File: src/rtl/tc0200obj_code_fetcher.sv
`default_nettype none
// ============================================================================
// Module   : tc0200obj_code_fetcher
// Summary  : Walks the object list, fetches each tile code, passes it through
//            the code extender and queues {extended code, index} in a FIFO.
//            Option macro TC0200OBJ_FETCH_SKIP_NULL_EN skips code-0 entries.
// Revision : 1.0 - initial release
// ============================================================================
module tc0200obj_code_fetcher #(
    parameter int FIFO_DEPTH = 4
) (
    input  logic        clk,
    input  logic        reset_n,
    input  logic        start,
    input  logic        abort,
    input  logic [11:0] last_index,
    output logic        busy,
    output logic        obj_ram_req,
    output logic [14:0] obj_ram_addr,
    input  logic        obj_ram_ack,
    input  logic [15:0] obj_ram_data,
    output logic        code_req,
    output logic [13:0] code_original,
    output logic [14:0] obj_addr,
    input  logic [19:0] code_modified,
    output logic        out_valid,
    input  logic        out_ready,
    output logic [19:0] out_code,
    output logic [11:0] out_index
);

    localparam int C_PTR_W = $clog2(FIFO_DEPTH);
    localparam int C_CNT_W = C_PTR_W + 1;
    localparam logic [C_CNT_W-1:0] C_DEPTH   = C_CNT_W'(FIFO_DEPTH);
    localparam logic [C_CNT_W-1:0] C_CNT_ONE = C_CNT_W'(1);
    localparam logic [C_PTR_W-1:0] C_PTR_ONE = C_PTR_W'(1);

    typedef enum logic [2:0] {
        ST_IDLE    = 3'd0,
        ST_RD_REQ  = 3'd1,
        ST_CODE    = 3'd2,
        ST_CAPTURE = 3'd3,
        ST_NEXT    = 3'd4
    } state_t;

    state_t              state_q,    state_d;
    logic [11:0]         index_q,    index_d;
    logic [11:0]         last_q,     last_d;
    logic [13:0]         code_q,     code_d;
    logic                stall_q,    stall_d;
    logic                busy_q,     busy_d;
    logic                req_q,      req_d;
    logic                code_req_q, code_req_d;
    logic [C_PTR_W-1:0]  wr_ptr_q,   wr_ptr_d;
    logic [C_PTR_W-1:0]  rd_ptr_q,   rd_ptr_d;
    logic [C_CNT_W-1:0]  count_q,    count_d;
    logic [31:0]         fifo_mem_q [FIFO_DEPTH];

    logic w_full;
    logic w_push;
    logic w_pop;
    logic w_unused_data;

    assign w_full        = (count_q == C_DEPTH);
    assign w_pop         = out_valid & out_ready;
    assign w_unused_data = ^obj_ram_data[15:14];

    // stall_q marks a NEXT visit whose index is already final and which is
    // only waiting for FIFO room before issuing the read.
    always_comb begin
        state_d    = state_q;
        index_d    = index_q;
        last_d     = last_q;
        code_d     = code_q;
        stall_d    = stall_q;
        busy_d     = busy_q;
        req_d      = req_q;
        code_req_d = 1'b0;
        w_push     = 1'b0;

        case (state_q)
            ST_IDLE: begin
                if (start) begin
                    index_d = 12'd0;
                    last_d  = last_index;
                    busy_d  = 1'b1;
                    if (!w_full) begin
                        state_d = ST_RD_REQ;
                        req_d   = 1'b1;
                        stall_d = 1'b0;
                    end else begin
                        state_d = ST_NEXT;
                        stall_d = 1'b1;
                    end
                end
            end
            ST_RD_REQ: begin
                if (obj_ram_ack) begin
                    code_d = obj_ram_data[13:0];
                    req_d  = 1'b0;
`ifdef TC0200OBJ_FETCH_SKIP_NULL_EN
                    if (obj_ram_data[13:0] == 14'd0) begin
                        state_d = ST_NEXT;
                        stall_d = 1'b0;
                    end else begin
                        state_d    = ST_CODE;
                        code_req_d = 1'b1;
                    end
`else
                    state_d    = ST_CODE;
                    code_req_d = 1'b1;
`endif
                end
            end
            ST_CODE: begin
                state_d = ST_CAPTURE;
            end
            ST_CAPTURE: begin
                w_push  = !w_full;
                state_d = ST_NEXT;
                stall_d = 1'b0;
            end
            ST_NEXT: begin
                if (!stall_q && (index_q == last_q)) begin
                    state_d = ST_IDLE;
                    busy_d  = 1'b0;
                end else begin
                    if (!stall_q) begin
                        index_d = index_q + 12'd1;
                    end
                    if (!w_full) begin
                        state_d = ST_RD_REQ;
                        req_d   = 1'b1;
                        stall_d = 1'b0;
                    end else begin
                        stall_d = 1'b1;
                    end
                end
            end
            default: begin
                state_d = ST_IDLE;
                busy_d  = 1'b0;
                req_d   = 1'b0;
            end
        endcase

        // Abort overrides everything, including start and a coincident ack.
        if (abort) begin
            state_d    = ST_IDLE;
            busy_d     = 1'b0;
            req_d      = 1'b0;
            code_req_d = 1'b0;
            stall_d    = 1'b0;
            w_push     = 1'b0;
            if (state_q == ST_RD_REQ) begin
                code_d = code_q;
            end
        end
    end

    always_comb begin
        wr_ptr_d = wr_ptr_q;
        rd_ptr_d = rd_ptr_q;
        count_d  = count_q;
        if (abort) begin
            wr_ptr_d = '0;
            rd_ptr_d = '0;
            count_d  = '0;
        end else begin
            if (w_push) begin
                wr_ptr_d = wr_ptr_q + C_PTR_ONE;
            end
            if (w_pop) begin
                rd_ptr_d = rd_ptr_q + C_PTR_ONE;
            end
            case ({w_push, w_pop})
                2'b10:   count_d = count_q + C_CNT_ONE;
                2'b01:   count_d = count_q - C_CNT_ONE;
                default: count_d = count_q;
            endcase
        end
    end

    always_ff @(posedge clk or negedge reset_n) begin
        if (!reset_n) begin
            state_q    <= ST_IDLE;
            index_q    <= 12'd0;
            last_q     <= 12'd0;
            code_q     <= 14'd0;
            stall_q    <= 1'b0;
            busy_q     <= 1'b0;
            req_q      <= 1'b0;
            code_req_q <= 1'b0;
            wr_ptr_q   <= '0;
            rd_ptr_q   <= '0;
            count_q    <= '0;
        end else begin
            state_q    <= state_d;
            index_q    <= index_d;
            last_q     <= last_d;
            code_q     <= code_d;
            stall_q    <= stall_d;
            busy_q     <= busy_d;
            req_q      <= req_d;
            code_req_q <= code_req_d;
            wr_ptr_q   <= wr_ptr_d;
            rd_ptr_q   <= rd_ptr_d;
            count_q    <= count_d;
        end
    end

    // Storage needs no reset: the head is masked to zero while the FIFO is empty.
    always_ff @(posedge clk) begin
        if (w_push) begin
            fifo_mem_q[wr_ptr_q] <= {code_modified, index_q};
        end
    end

    assign busy          = busy_q;
    assign obj_ram_req   = req_q & ~abort;
    assign obj_ram_addr  = {index_q, 3'b000};
    assign code_req      = code_req_q;
    assign code_original = code_q;
    assign obj_addr      = {index_q, 3'b000};
    assign out_valid     = (count_q != '0);
    assign out_code      = out_valid ? fifo_mem_q[rd_ptr_q][31:12] : 20'd0;
    assign out_index     = out_valid ? fifo_mem_q[rd_ptr_q][11:0]  : 12'd0;

endmodule
`default_nettype wire

File: config.mk
export PLATFORM = sky130hd
export DESIGN_NAME = tc0200obj_code_fetcher
export DESIGN_NICKNAME = d
export VERILOG_FILES = /design/src/rtl/tc0200obj_code_fetcher.sv
export SDC_FILE = /design/constraint.sdc
export NUM_CORES = 1
export LEC_CHECK = 0
export BUFFER_PORTS_ARGS = -buffer_cell sky130_fd_sc_hd__buf_2
export CAP_MARGIN = 30
export CORE_MARGIN = 5
export CORE_UTILIZATION = 51
export DETAILED_ROUTE_END_ITERATION = 10
export HOLD_SLACK_MARGIN = 0.02
export PLACE_DENSITY = 0.76
export RECOVER_POWER = 50
export SETUP_SLACK_MARGIN = 0.4
export SYNTH_ARGS = -nofsm -noshare
export SYNTH_HDL_FRONTEND = slang
export SYNTH_SLANG_ARGS = --single-unit
File: constraint.sdc
create_clock -name clk -period 2.3 [get_ports clk]
set_input_delay 0.115 -clock clk [delete_from_list [all_inputs] [get_ports clk]]
set_output_delay 0.115 -clock clk [all_outputs]
set_load 0.01 [all_outputs]
==> impl_metrics.yaml <==
detailed_routing:
  drt_first_pass_iters: 6
  avgViaCountPerCell: 5.47
  top_layer_used: "met4"
  routed-wl-met3_um: 1180
  drc: 0
  via_count: 4925
  ant_nets: 0
  dr_wl_met2_um: 8710
  avgRoutedWirePerCell_um: 18.7
  m1WireLength_um: 6810
  detail_route.iter0.violations: 279
  finalWirelength_um: 16800
logic_synthesis:
  synth_area_leader_cell: "edfxtp_1"
  synth_edf_count: 128
  ys_top_cells_by_area: "edfxtp_1 50%, dfrtp_1 17%, mux4_2 9.3%"
  synthAdderAreaFrac: 0.0107
  synth_top_family_by_area: "multiplexers"
  yosysSeqAreaShare: 0.666
  synthArstFlopShare: 0.289
  synth_common_cells: "128 x edfxtp_1, 52 x dfrtp_1, 52 x nand2_1, 32 x and2_1, 32 x mux4_2"
  synth_compound_area_frac: 0.0340
  ys_ff_latch: 180
  yosys.area_share.xor_xnor: 0.0203
  synthCells: 501
  synthFlopType: "edfxtp_1"
  synth_warnings: 0
  synth_top_area_frac: 0.498
  synthSimpleGateAreaFrac: 0.112
  synth_area_um2: 7720
  synth_cell_types: 50
  syn_avg_cell_area_um2: 15.4
  yosysMostFrequentCell: "edfxtp_1"
  synth_mux_area_frac: 0.116
clocking:
  cts_tree: "yes"
  clk_pin_slew_worst_paths_ns: 0.06
  clk_latency_ns: 0.42
  clockBufferDepth: 2
  clock_sinks: 180
  htree_levels: 4
  cts_buffers: 17
  clock-root-buffer: "clkbuf_16"
finish:
  fin_util: 0.651
  nNetsFinal: 759
  drive_gt1_frac: 0.285
  post-route-cell-area_um2: 9790
  final_cells: 901
  area_growth_pct: 26.8
  nFillCells: 1077
die:
  die_h_um: 133
  core_area_um2: 15000
  initial_utilization: 0.514
  rows: 45
  die-area_um2: 17700
  die_x_um: 133
  ios: 134
setup_path:
  cp.arrival_ns: 2.42
  critPathMaxFanout: 2
  r2r_cells: 7
  worst_setup_path_start_kind: "register"
  worstReg2RegStart: "count_q[1]"
  reg2reg_slack_ns: 0.22
  cp-end-kind: "register"
  required_ns: 2.64
  crit_start: "count_q[1]"
  timing.rr.end: "count_q[2]"
  path_class: "reg2reg"
global_routing:
  antenna_found_initial: 1
  grt_usage: 0.191
  grt_start_max_net_pins: 35
  grt_pass1_vias: 5110
  grt-ovfl-total: 0
  grt_pass1_wl_um: 26300
sta:
  holdWs_ns: 0.0782
  post-route-period-util: 0.905
  drv_slew: 0
  final-setup-viol-count: 0
  clock.fmax_ghz: 0.480
  tns_ns: 0
  setup_ws_ns: 0.218
  hold_violations: 0
  worst_pin_slew_ns: 1.48
  rsz0062_at_grt: "yes"
  fin_crit_ns: 2.08
  skew_ns: 0.00806
  relSlewSlack: 0.0137
pwr:
  ir_drop_v: 0.000712
  p_leak_nw: 3.81
  power.density_nw_per_um2: 806
  power.total_mw: 7.89
placed_design:
  portBuffers: 125
  placed_area_um2: 8540
  globalplace.congestion: 0.917
  dpl_worst_slack_ns: 0.110
  dp_hpwl_um: 10200
  placed_cells: 801
worst_hold_path:
  hold_depth: 2
  worstHoldStart: "abort"
  worstHoldEndpoint: "count_q[1]"
  holdCritPathClass: "in2reg"
run:
  maxCapViolCount: 0
outcome:
  status: "complete, no violations"
==> layer usage <==
| metal | global-route usage | up-vias |
|---|---|---|
| met3 | 0.0635 | 14 |
| met5 | 0 | - |
| met4 | 0.0502 | 0 |
| met2 | 0.325 | 185 |
| met1 | 0.236 | 2477 |
| li1 | - | 2249 |
==> critical path: stages, from the launching register on <==
cell and delay [ns]:
dfrtp_2 0.40, or3_4 0.40, nand2_4 0.08, a21oi_2 0.04
fa_2 0.34, nand2b_4 0.15, or4_1 0.40, a31oi_1 0.19
==> how the worst max path moves through the flow <==
stage                            end  slack (ns)  cells after the start
final                     count_q[2]        0.22                      7
after global routing      index_q[6]        0.15                      6
after CTS                 count_q[2]        0.24                      7
after detailed placement  count_q[2]        0.11                      7
after global placement    count_q[2]        0.19                      7
after floorplan           count_q[2]        0.08                      8
==> registers in the layout (all words and copies together) (netlist names) <==
| register | count |
|---|---|
| code_original | 14 |
| last_q | 12 |
| fifo_mem_q | 128 |
| code_req | 1 |
| index_q | 12 |
| stall_q | 1 |
| busy | 1 |
| state_q | 3 |
| wr_ptr_q | 2 |
| count_q | 3 |
| req_q | 1 |
| rd_ptr_q | 2 |
==> repair_timing <==
action	4_1_cts	5_1_grt
resized for setup	12	21
endpoints found under the hold margin	131	0
setup buffers	11	6
pin swaps	10	7
hold buffers	47	0
cloned	0	3
setup endpoints to repair	178	174
==> cells by family (layout without fill, tap and decap cells) <==
kind of cell	count (synthesis)	after routing
buffers and inverters	50	255
multiplexers	48	48
other	1	7
flip-flops	180	180
AND/OR/NAND/NOR	157	157
adder cells (fa/ha/maj)	6	6
XOR/XNOR	17	17
AO/OA/AOI/OAI	42	43
==> placed cells by master (no fill, tap or decap), drive strengths merged, types with 12 or more instances in the layout <==
cell type,n
mux2,15
and2,32
nand2,52
clkbuf,87
dlygate4sd3,47
edfxtp,128
xor2,16
o21ai,14
mux4,32
nor2,20
a21oi,12
buf,100
dfrtp,52
==> layout make-up <==
| type | count | area [um^2] | area share |
|---|---|---|---|
| clock buffer | 17 | 425 | 0.0435 |
| inverter | 6 | 22.5 | 0.00230 |
| antenna | 1 | 2.50 | 0.000256 |
| timing repair buffer | 217 | 1430 | 0.146 |
| sequential | 180 | 5150 | 0.526 |
| multi-input combinational | 277 | 2390 | 0.245 |
| clock inverter | 15 | 136 | 0.0139 |
| tap | 188 | 235 | 0.0240 |
==> power breakdown <==
part | switching [mW] | internal (mW)
clock network | 1.18 | 1.59
logic | 0.694 | 0.671
registers | 0.113 | 3.64
total | 1.99 | 5.90
No activity file was read; power rests on OpenSTA's default activity.
